### src/rtl/calc_rx_pkg.sv
// Shared types and default sizing for the calculator serial-result receive path.
package calc_rx_pkg;

    typedef enum logic [1:0] {
        IDLE  = 2'd0,
        SHIFT = 2'd1,
        PUSH  = 2'd2
    } rx_state_t;

    localparam int CALC_FRAME_W  = 32;
    localparam int CALC_RX_DEPTH = 4;

endpackage

### src/rtl/rx_word_fifo.sv
// Synchronous first-word fall-through FIFO; the head word is visible while not empty.
module rx_word_fifo #(
    parameter int WIDTH = 32,
    parameter int DEPTH = 4
) (
    input  logic                     clk,
    input  logic                     rst,
    input  logic                     push,
    input  logic                     pop,
    input  logic [WIDTH-1:0]         din,
    output logic [WIDTH-1:0]         dout,
    output logic                     full,
    output logic                     empty,
    output logic [$clog2(DEPTH):0]   count
);

    localparam int AW = $clog2(DEPTH);

    logic [WIDTH-1:0] mem [DEPTH];
    logic [AW-1:0]    wr_ptr_reg;
    logic [AW-1:0]    rd_ptr_reg;
    logic [AW:0]      count_reg;
    logic             wr_en;
    logic             rd_en;

    assign empty = (count_reg == '0);
    assign full  = (count_reg == (AW+1)'(DEPTH));
    assign rd_en = pop && !empty;
    // A full FIFO still takes a write when the head leaves in the same cycle.
    assign wr_en = push && (!full || rd_en);

    always_ff @(posedge clk) begin
        if (wr_en) begin
            mem[wr_ptr_reg] <= din;
        end
    end

    always_ff @(posedge clk or posedge rst) begin
        if (rst) begin
            wr_ptr_reg <= '0;
            rd_ptr_reg <= '0;
            count_reg  <= '0;
        end else begin
            if (wr_en) begin
                wr_ptr_reg <= wr_ptr_reg + AW'(1);
            end
            if (rd_en) begin
                rd_ptr_reg <= rd_ptr_reg + AW'(1);
            end
            case ({wr_en, rd_en})
                2'b10:   count_reg <= count_reg + (AW+1)'(1);
                2'b01:   count_reg <= count_reg - (AW+1)'(1);
                default: count_reg <= count_reg;
            endcase
        end
    end

    assign dout  = empty ? '0 : mem[rd_ptr_reg];
    assign count = count_reg;

endmodule

### src/rtl/calc_rx_deframer.sv
// Serial result deframer: edge-detects RxClk, assembles MSB-first frames, buffers words.
// Optional CALC_RX_SYNC_EN adds 2-flop synchronizers on RxData/RxClk/RxValid.
module calc_rx_deframer
    import calc_rx_pkg::*;
#(
    parameter int FRAME_W    = CALC_FRAME_W,
    parameter int FIFO_DEPTH = CALC_RX_DEPTH
) (
    input  logic                          Clk,
    input  logic                          Reset,
    input  logic                          RxData,
    input  logic                          RxClk,
    input  logic                          RxValid,
    input  logic                          WordReady,
    input  logic                          ClrErr,
    output logic [FRAME_W-1:0]            Word,
    output logic                          WordValid,
    output logic [$clog2(FIFO_DEPTH):0]   Count,
    output logic                          RxBusy,
    output logic                          FrameErr,
    output logic                          Overflow
);

    localparam int CNT_W = $clog2(FRAME_W) + 1;

    logic rx_data_s;
    logic rx_clk_s;
    logic rx_valid_s;

`ifdef CALC_RX_SYNC_EN
    logic [2:0] raw_in;
    logic [2:0] sync_out;

    assign raw_in = {RxValid, RxClk, RxData};

    genvar gi;
    generate
        for (gi = 0; gi < 3; gi++) begin : g_sync
            logic [1:0] stage_reg;
            always_ff @(posedge Clk or posedge Reset) begin
                if (Reset) begin
                    stage_reg <= '0;
                end else begin
                    stage_reg <= {stage_reg[0], raw_in[gi]};
                end
            end
            assign sync_out[gi] = stage_reg[1];
        end
    endgenerate

    assign {rx_valid_s, rx_clk_s, rx_data_s} = sync_out;
`else
    assign rx_data_s  = RxData;
    assign rx_clk_s   = RxClk;
    assign rx_valid_s = RxValid;
`endif

    rx_state_t          state_reg;
    logic [FRAME_W-1:0] sr_reg;
    logic [CNT_W-1:0]   cnt_reg;
    logic               rx_clk_prev_reg;
    logic               busy_reg;
    logic               frame_err_reg;
    logic               overflow_reg;
    logic               sample_evt;
    logic               fifo_push;
    logic               fifo_full;
    logic               fifo_empty;
    logic               pop_hit;

    assign sample_evt = rx_clk_s && !rx_clk_prev_reg && rx_valid_s;
    assign fifo_push  = (state_reg == PUSH);
    assign pop_hit    = !fifo_empty && WordReady;

    always_ff @(posedge Clk or posedge Reset) begin
        if (Reset) begin
            rx_clk_prev_reg <= 1'b0;
        end else begin
            rx_clk_prev_reg <= rx_clk_s;
        end
    end

    always_ff @(posedge Clk or posedge Reset) begin
        if (Reset) begin
            state_reg     <= IDLE;
            sr_reg        <= '0;
            cnt_reg       <= '0;
            busy_reg      <= 1'b0;
            frame_err_reg <= 1'b0;
            overflow_reg  <= 1'b0;
        end else begin
            // Clear first so a same-cycle error below takes precedence.
            if (ClrErr) begin
                frame_err_reg <= 1'b0;
                overflow_reg  <= 1'b0;
            end
            case (state_reg)
                IDLE: begin
                    if (sample_evt) begin
                        sr_reg    <= {{(FRAME_W-1){1'b0}}, rx_data_s};
                        cnt_reg   <= CNT_W'(1);
                        state_reg <= SHIFT;
                        busy_reg  <= 1'b1;
                    end
                end
                SHIFT: begin
                    if (!rx_valid_s) begin
                        frame_err_reg <= 1'b1;
                        cnt_reg       <= '0;
                        state_reg     <= IDLE;
                        busy_reg      <= 1'b0;
                    end else if (sample_evt) begin
                        sr_reg  <= {sr_reg[FRAME_W-2:0], rx_data_s};
                        cnt_reg <= cnt_reg + CNT_W'(1);
                        if (cnt_reg == CNT_W'(FRAME_W - 1)) begin
                            state_reg <= PUSH;
                        end
                    end
                end
                PUSH: begin
                    if (fifo_full && !pop_hit) begin
                        overflow_reg <= 1'b1;
                    end
                    cnt_reg   <= '0;
                    state_reg <= IDLE;
                    busy_reg  <= 1'b0;
                end
                default: begin
                    state_reg <= IDLE;
                    busy_reg  <= 1'b0;
                end
            endcase
        end
    end

    rx_word_fifo #(
        .WIDTH (FRAME_W),
        .DEPTH (FIFO_DEPTH)
    ) u_fifo (
        .clk   (Clk),
        .rst   (Reset),
        .push  (fifo_push),
        .pop   (WordReady),
        .din   (sr_reg),
        .dout  (Word),
        .full  (fifo_full),
        .empty (fifo_empty),
        .count (Count)
    );

    assign WordValid = !fifo_empty;
    assign RxBusy    = busy_reg;
    assign FrameErr  = frame_err_reg;
    assign Overflow  = overflow_reg;

endmodule

### config.mk
export PLATFORM = sky130hd
export DESIGN_NAME = calc_rx_deframer
export DESIGN_NICKNAME = d
export VERILOG_FILES = /design/src/rtl/calc_rx_pkg.sv /design/src/rtl/rx_word_fifo.sv /design/src/rtl/calc_rx_deframer.sv
export SDC_FILE = /design/constraint.sdc
export NUM_CORES = 1
export LEC_CHECK = 0
export ABC_AREA = 1
export BUFFER_PORTS_ARGS = -buffer_cell sky130_fd_sc_hd__buf_2
export CORE_ASPECT_RATIO = 0.75
export CORE_MARGIN = 10
export CORE_UTILIZATION = 38
export CTS_CLUSTER_SIZE = 10
export DETAILED_ROUTE_END_ITERATION = 7
export PLACE_DENSITY = 0.59
export SETUP_SLACK_MARGIN = 0.4
export SLEW_MARGIN = 10
export SYNTH_ARGS = -nofsm -noshare
export SYNTH_HDL_FRONTEND = slang
export SYNTH_SLANG_ARGS = --single-unit
### constraint.sdc
create_clock -name Clk -period 3.3 [get_ports Clk]
set_clock_uncertainty 0.15 [all_clocks]
set_input_delay 0.33 -clock Clk [delete_from_list [all_inputs] [get_ports Clk]]
set_output_delay 0.33 -clock Clk [all_outputs]
set_load 0.005 [all_outputs]
**Yosys cells after proc, flatten, opt, wreduce, memory -nomap -nowiden**

Memory sizes are Yosys's and may differ from the RTL's.
Cells that the tools add are included.
Widths: inputs -> output; s select.

- Logic and storage cells: 73
- Memories: 1
- Flip-flop bits (word level): 51
- Memory bits (writable): 128

Memories:

| memory | depth | bits a word | read ports | clocked after memory_dff | write ports | RTL line | RTL |
|---|---|---|---|---|---|---|---|
| u_fifo.mem | 4 | 32 | 1 | 0 | 1 | rx_word_fifo.sv:19 | `logic [WIDTH-1:0] mem [DEPTH];` |

- Reductions and logical operators: 19
- $add $sub $neg: 5
- Equality and inequality tests: 12
- Multiplexer cells: 26

Operators with widths:

| operator | number |
|---|---|
| $mux 32 | 4 |
| $pmux 32 s2 | 1 |
| $mux 6 | 3 |
| $pmux 6 s3 | 1 |
| $mux 1 | 10 |
| $mux 2 | 4 |
| $ne 2x2->1 const B | 4 |
| $add 6x1->6 const B | 1 |
| $eq 6x5->1 const B | 1 |
| $ne 3x3->1 const B | 2 |
| $pmux 3 s2 | 1 |
| $reduce_and 3->1 | 2 |
| $logic_and 1x1->1 | 5 |
| $add 2x1->2 const B | 2 |
| $eq 2x1->1 const B | 2 |
| $eq 2x2->1 const B | 2 |
| $logic_not 1->1 | 4 |
| $pmux 2 s2 | 1 |
| $reduce_and 4->1 | 1 |
| $reduce_bool 2->1 | 2 |
| $add 3x1->3 const B | 1 |
| $eq 3x3->1 const B | 1 |
| $logic_not 3->1 | 1 |
| $reduce_bool 3->1 | 1 |
| 5 further kinds | 5 |

**Logic depth before layout (Yosys ltp)**

- Depth after elaboration: 7
- Depth in mapped cells: 11
- Gate-level depth less buffers: 11

**Cells and area by module**

A second synthesis with hierarchy kept.

- Cells, all modules: 630
- Area total of the unflattened synthesis: 7354.6 um^2

By module, submodules not included:

| module | instances | cells an instance | area an instance (um^2) | seq. area each (um^2) |
|---|---|---|---|---|
| rx_word_fifo | 1 | 436 | 5429.0 | 4018.9 |
| calc_rx_deframer | 1 | 194 | 1925.6 | 1101.1 |

**Worst setup path after synthesis**

OpenSTA, ideal clock, no wires.

- Path type: register to register
- From: reg state_reg[0]
- To: mem u_fifo.mem[0][0] (enable)
- Buffers on the path: 0
- Clock period less this slack: 2.720 ns
- Cell stages (with the launch flop): 5
- Path slack: 0.580 ns
- Arrival: 2.148 ns
- Path through: dfrtp_1 -> inv_1 -> ha_1 -> nand2_1 -> nor2_1

- Word-level cells in the longest chain between the ends: 4

Ends and longest elaborated chain:

| element | RTL line | RTL |
|---|---|---|
| from (decl) | calc_rx_deframer.sv:58 | `rx_state_t state_reg;` |
| from (signal assigned) | calc_rx_deframer.sv:85 | `state_reg <= IDLE;` |
| from (signal assigned) | calc_rx_deframer.sv:102 | `state_reg <= SHIFT;` |
| from (signal assigned) | calc_rx_deframer.sv:110 | `state_reg <= IDLE;` |
| $eq 2x2->1 | calc_rx_deframer.sv:72 | `assign fifo_push = (state_reg == PUSH);` |
| $logic_and 1x1->1 | rx_word_fifo.sv:30 | `assign wr_en = push && (!full \|\| rd_en);` |
| $mux 1 | rx_word_fifo.sv:33 | `if (wr_en) begin` |
| $mux 1 (implied by the code) | rx_word_fifo.sv:34 | `mem[wr_ptr_reg] <= din;` |
| to (decl) | rx_word_fifo.sv:19 |  |

Every way passes these cells.

**Worst setup path after layout**

- From: reg u_fifo.rd_ptr_reg[0]
- To: out Word[9]

- Word-level cells in the longest chain between the ends: 2

Ends and longest elaborated chain:

| element | RTL line | RTL |
|---|---|---|
| from (decl) | rx_word_fifo.sv:21 | `logic [AW-1:0] rd_ptr_reg;` |
| from (signal assigned) | rx_word_fifo.sv:48 | `rd_ptr_reg <= rd_ptr_reg + AW'(1);` |
| $mem_v2 4x32 | -- |  |
| $mux 32 | rx_word_fifo.sv:58 | `assign dout = empty ? '0 : mem[rd_ptr_reg];` |
| to (decl) | calc_rx_deframer.sv:16 | `output logic [FRAME_W-1:0] Word,` |

Every way passes these cells.

==> metrics.md <==
| Metric | Value |
|---|---|
| Status | finished, final reports clean |
| Mean Syn Cell Area | around 11 um2 |
| Crit path largest cell delay | 0.67 ns |
| CTS sink count | 179 |
| Avg WL per Cell | 16.4 um |
| CTS Buf Count | 17 |
| Drt first pass iters | 4 |
| Clk buf depth | 2 |
| Max frequency | 378 MHz |
| Placed cell areas | 7850 um2 |
| Initial core utilization | 39.2% |
| Crit path arrival time | 2.17 ns |
| DRC Markers | 0 |
| Worst slew margin | between 50% and 60% |
| Final setup viols | 0 |
| Dpl hpwl | 9860 um |
| R2R Path Start | u_fifo.count[0] |
| R2R depth | 10 |
| Hold Violations, Final | 0 |
| Unrepaired setup endpoints after global routing | false |
| Final Critical Period | approximately 2.6 ns |
| HP Start | WordReady |
| Crit path cell chain | buf_4 > nor2_1 > nor2_1 > o21ai_0 > a21oi_1 > buf_2 |
| Syn Nets | 679 |
| Leakage | approximately 0.0034 uW |
| Critical Path RT | 2.82 ns |
| Worst skew pair latency | between 0.4 and 0.5 ns |
| Worst hold path depth | 4 |
| Worst hold path class | primary input to register |
| Total number of vias | 4744 |
| RePlAce Congestion | 0.789 |
| Combinational power share | 29.3% |
| Vias in the first global route | about 4700 |
| Setup Buffers After CTS | 0 |
| Maxcap violations | 0 |
| Number of flip-flops in the largest register | approximately 130 |
| Layout net count | between 700 and 800 |
| Post-synthesis cell count | 662 |
| Global route overflow | 0 |
| Row count | 43 |
| Top-Level Pins | 46 |
| Synth Warn # | 0 |
| Crit path max fanout | 34 |
| Area growth, synth to finish | 16.0% |
| Fillers | 1752 |
| Multi-input gate area | ~1800 um2 |
| Die height | 140 um |
| Area of the die | 25400 um2 |
| Cell mode on critical path | nor2_1 |
| Reg clk slew, reported paths | roughly 0.070 ns |
| Port Buf Inserts | between 40 and 50 |
| Pin count of the biggest net entering global routing | 35 |
| Share of power burned in registers | between 40 and 50% |
| Initial antenna violation count | 0 |
| Clock Tree Root | clkbuf_16 |
| Pwr Total | 7990 uW |
| Clock share of power | 26.2% |
| Sw Ratio | 34.7% |
| Hold Path Sink | Overflow |
| First-iteration detailed-routing DRC count | 329 |
| Mapped Area | about 7300 um2 |
| First-pass GRT wire length | 26000 um |
| Setup CP Type | register to output port |
| Slew Limit Fails | 0 |
| Worst reg2reg endpoint | u_fifo.count[2] |
| Slowest cell on the critical path | dfrtp_4 |
| Pint | 5210 uW |
| Peak VDD IR | between 0.5 and 0.6 mV |
| Count of different cell masters after synthesis | 27 |
| PwrDens | 938 nW/um2 |
| CP Launch Type | register |
| Core ar. | 18700 um2 |
| DR vias/cell | 4.86 |
| Post-route cell area | 8520 um2 |
| Final period utilization | 80.3% |
| Sequential Area | about 5100 um2 |
| Crit path max-delay family | flip-flops |
| Total track usage | about an eighth |
| Antenna cells | 0 |
| CTS tree | built |
| Post-synthesis register bit count | ~180 |
| Crit path capture type | output port |
| H-tree lvl count | 4 |
| Worst-Margin Slew | between 0.7 and 0.8 ns |
| DRT antenna net count | 0 |
| Worst R2R Setup Slack | 1.03 ns |
| Die width | ~180 um |
| Switch Pwr | 2770 uW |
| CP bufs+invs | 2 |
| Sequential area share after synthesis | 69.7% |
| Post-Route WL | 16100 um |
| Setup TNS | 0 ns |
| Fraction of layout cells with a size suffix above 1 | 14.0% |
-- cells in the mapped netlist --
master | n | share of area, %
a21oi_1 | 33 | 2.2
a21oi_4 | 1 | 0.22
a22oi_1 | 1 | 0.10
buf_2 | 12 | 0.82
buf_4 | 9 | 0.92
buf_6 | 3 | 0.46
clkbuf_1 | 3 | 0.15
clkbuf_2 | 3 | 0.20
dfrtp_1 | 51 | 17
edfxtp_1 | 128 | 52
fa_1 | 1 | 0.27
ha_1 | 9 | 1.5
inv_1 | 69 | 3.5
inv_2 | 1 | 0.051
nand2_1 | 69 | 3.5
nand2_2 | 2 | 0.17
nand3_1 | 10 | 0.68
nand3_2 | 1 | 0.14
nand4_1 | 4 | 0.34
nor2_1 | 145 | 7.4
nor2_2 | 1 | 0.085
o21a_1 | 1 | 0.10
o21ai_0 | 42 | 2.9
o21ai_1 | 58 | 4.0
o22ai_1 | 2 | 0.17
xnor2_1 | 1 | 0.12
xor2_1 | 2 | 0.24
-- per-stage QoR --
| stage | cells | hold WS, ns | setup slack (ns) | utilization [%] |
|---|---|---|---|---|
| after floorplan | 662 | 0.211 | 0.580 | - |
| final | 977 | 0.0987 | 0.652 | 45.5 |
| after global routing | 977 | 0.123 | 0.447 | 45.5 |
| after CTS | 977 | 0.0926 | 0.475 | 45.5 |
| after global placement | 940 | 0.317 | 0.971 | 41.9 |
| after detailed placement | 940 | 0.322 | 0.939 | 41.9 |
-- per-layer routing --
metal	vias up	share of wire, %	GRT usage [%]
met4	0	1.0	3.79
li1	2325	-	-
met1	2326	50	17.5
met2	78	45	19.7
met3	15	3.4	3.29
met5	-	0	0
-- what timing repair did --
action                                  4_1_cts  5_1_grt
resized for setup                             0        3
hold endpoints to repair                     32        0
endpoints found under the setup margin        0       16
hold buffers                                  5        0
-- placed cells by master, fill, tap and decap left out, types with 3 or more instances in the layout --
cell type / n
nor2_2: 5
bufinv_16: 4
o21ai_0: 42
dlygate4sd3_1: 5
a21oi_1: 33
edfxtp_1: 128
nand2_1: 69
nand4_1: 4
nor2_1: 141
nand3_1: 10
o21ai_1: 58
inv_1: 68
clkbuf_16: 17
buf_4: 14
clkinv_2: 3
ha_1: 9
buf_2: 45
dfrtp_1: 50
-- area by class of cell --
class	instances	share of cell area, %
clock buffer	18	5.04
clock inverter	14	2.17
inverter	70	3.11
multi-input combinational	383	21.0
sequential	179	60.1
tap	247	3.63
timing repair buffer	66	4.94
-- power by group through the flow --
| stage | clock, uW | combinational, uW | sequential [uW] |
|---|---|---|---|
| floorplan | 0 | 1610 | 3380 |
| global placement | 0 | 2320 | 3550 |
| detailed placement | 0 | 2370 | 3590 |
| CTS | 2130 | 2400 | 3540 |
| global route | 2250 | 2680 | 3620 |
| finish | 2100 | 2340 | 3550 |
-- tightest hold or removal path: stages --
cell	delay, ns
buf_2	0.09
nor2_1	0.04
nand2_1	0.10
o22ai_1	0.08
-- logic make-up (layout without fill, tap and decap cells) --
kind of cell / Yosys count / count (layout) / share of synthesized area, %
compound gates: 138 / 138 / 9.66
flops: 179 / 179 / 69.7
xor+xnor: 3 / 3 / 0.358
fa+ha+maj: 10 / 10 / 1.81
buf+inv: 100 / 168 / 6.13
simple gates: 232 / 232 / 12.3
-- worst max-delay path by stage --
stage               slack [ns]  cells past startpoint                 start          endpoint
finish                    0.65                      6  u_fifo.rd_ptr_reg[0]           Word[9]
global placement          0.97                      6  u_fifo.rd_ptr_reg[0]           Word[9]
floorplan                 0.58                      4          state_reg[0]  u_fifo.mem[0][0]
detailed placement        0.94                      5  u_fifo.rd_ptr_reg[0]          Word[19]
CTS                       0.48                      5  u_fifo.rd_ptr_reg[0]          Word[19]
global route              0.45                      6  u_fifo.rd_ptr_reg[0]          Word[26]
No activity file was read; power rests on OpenSTA's default activity.
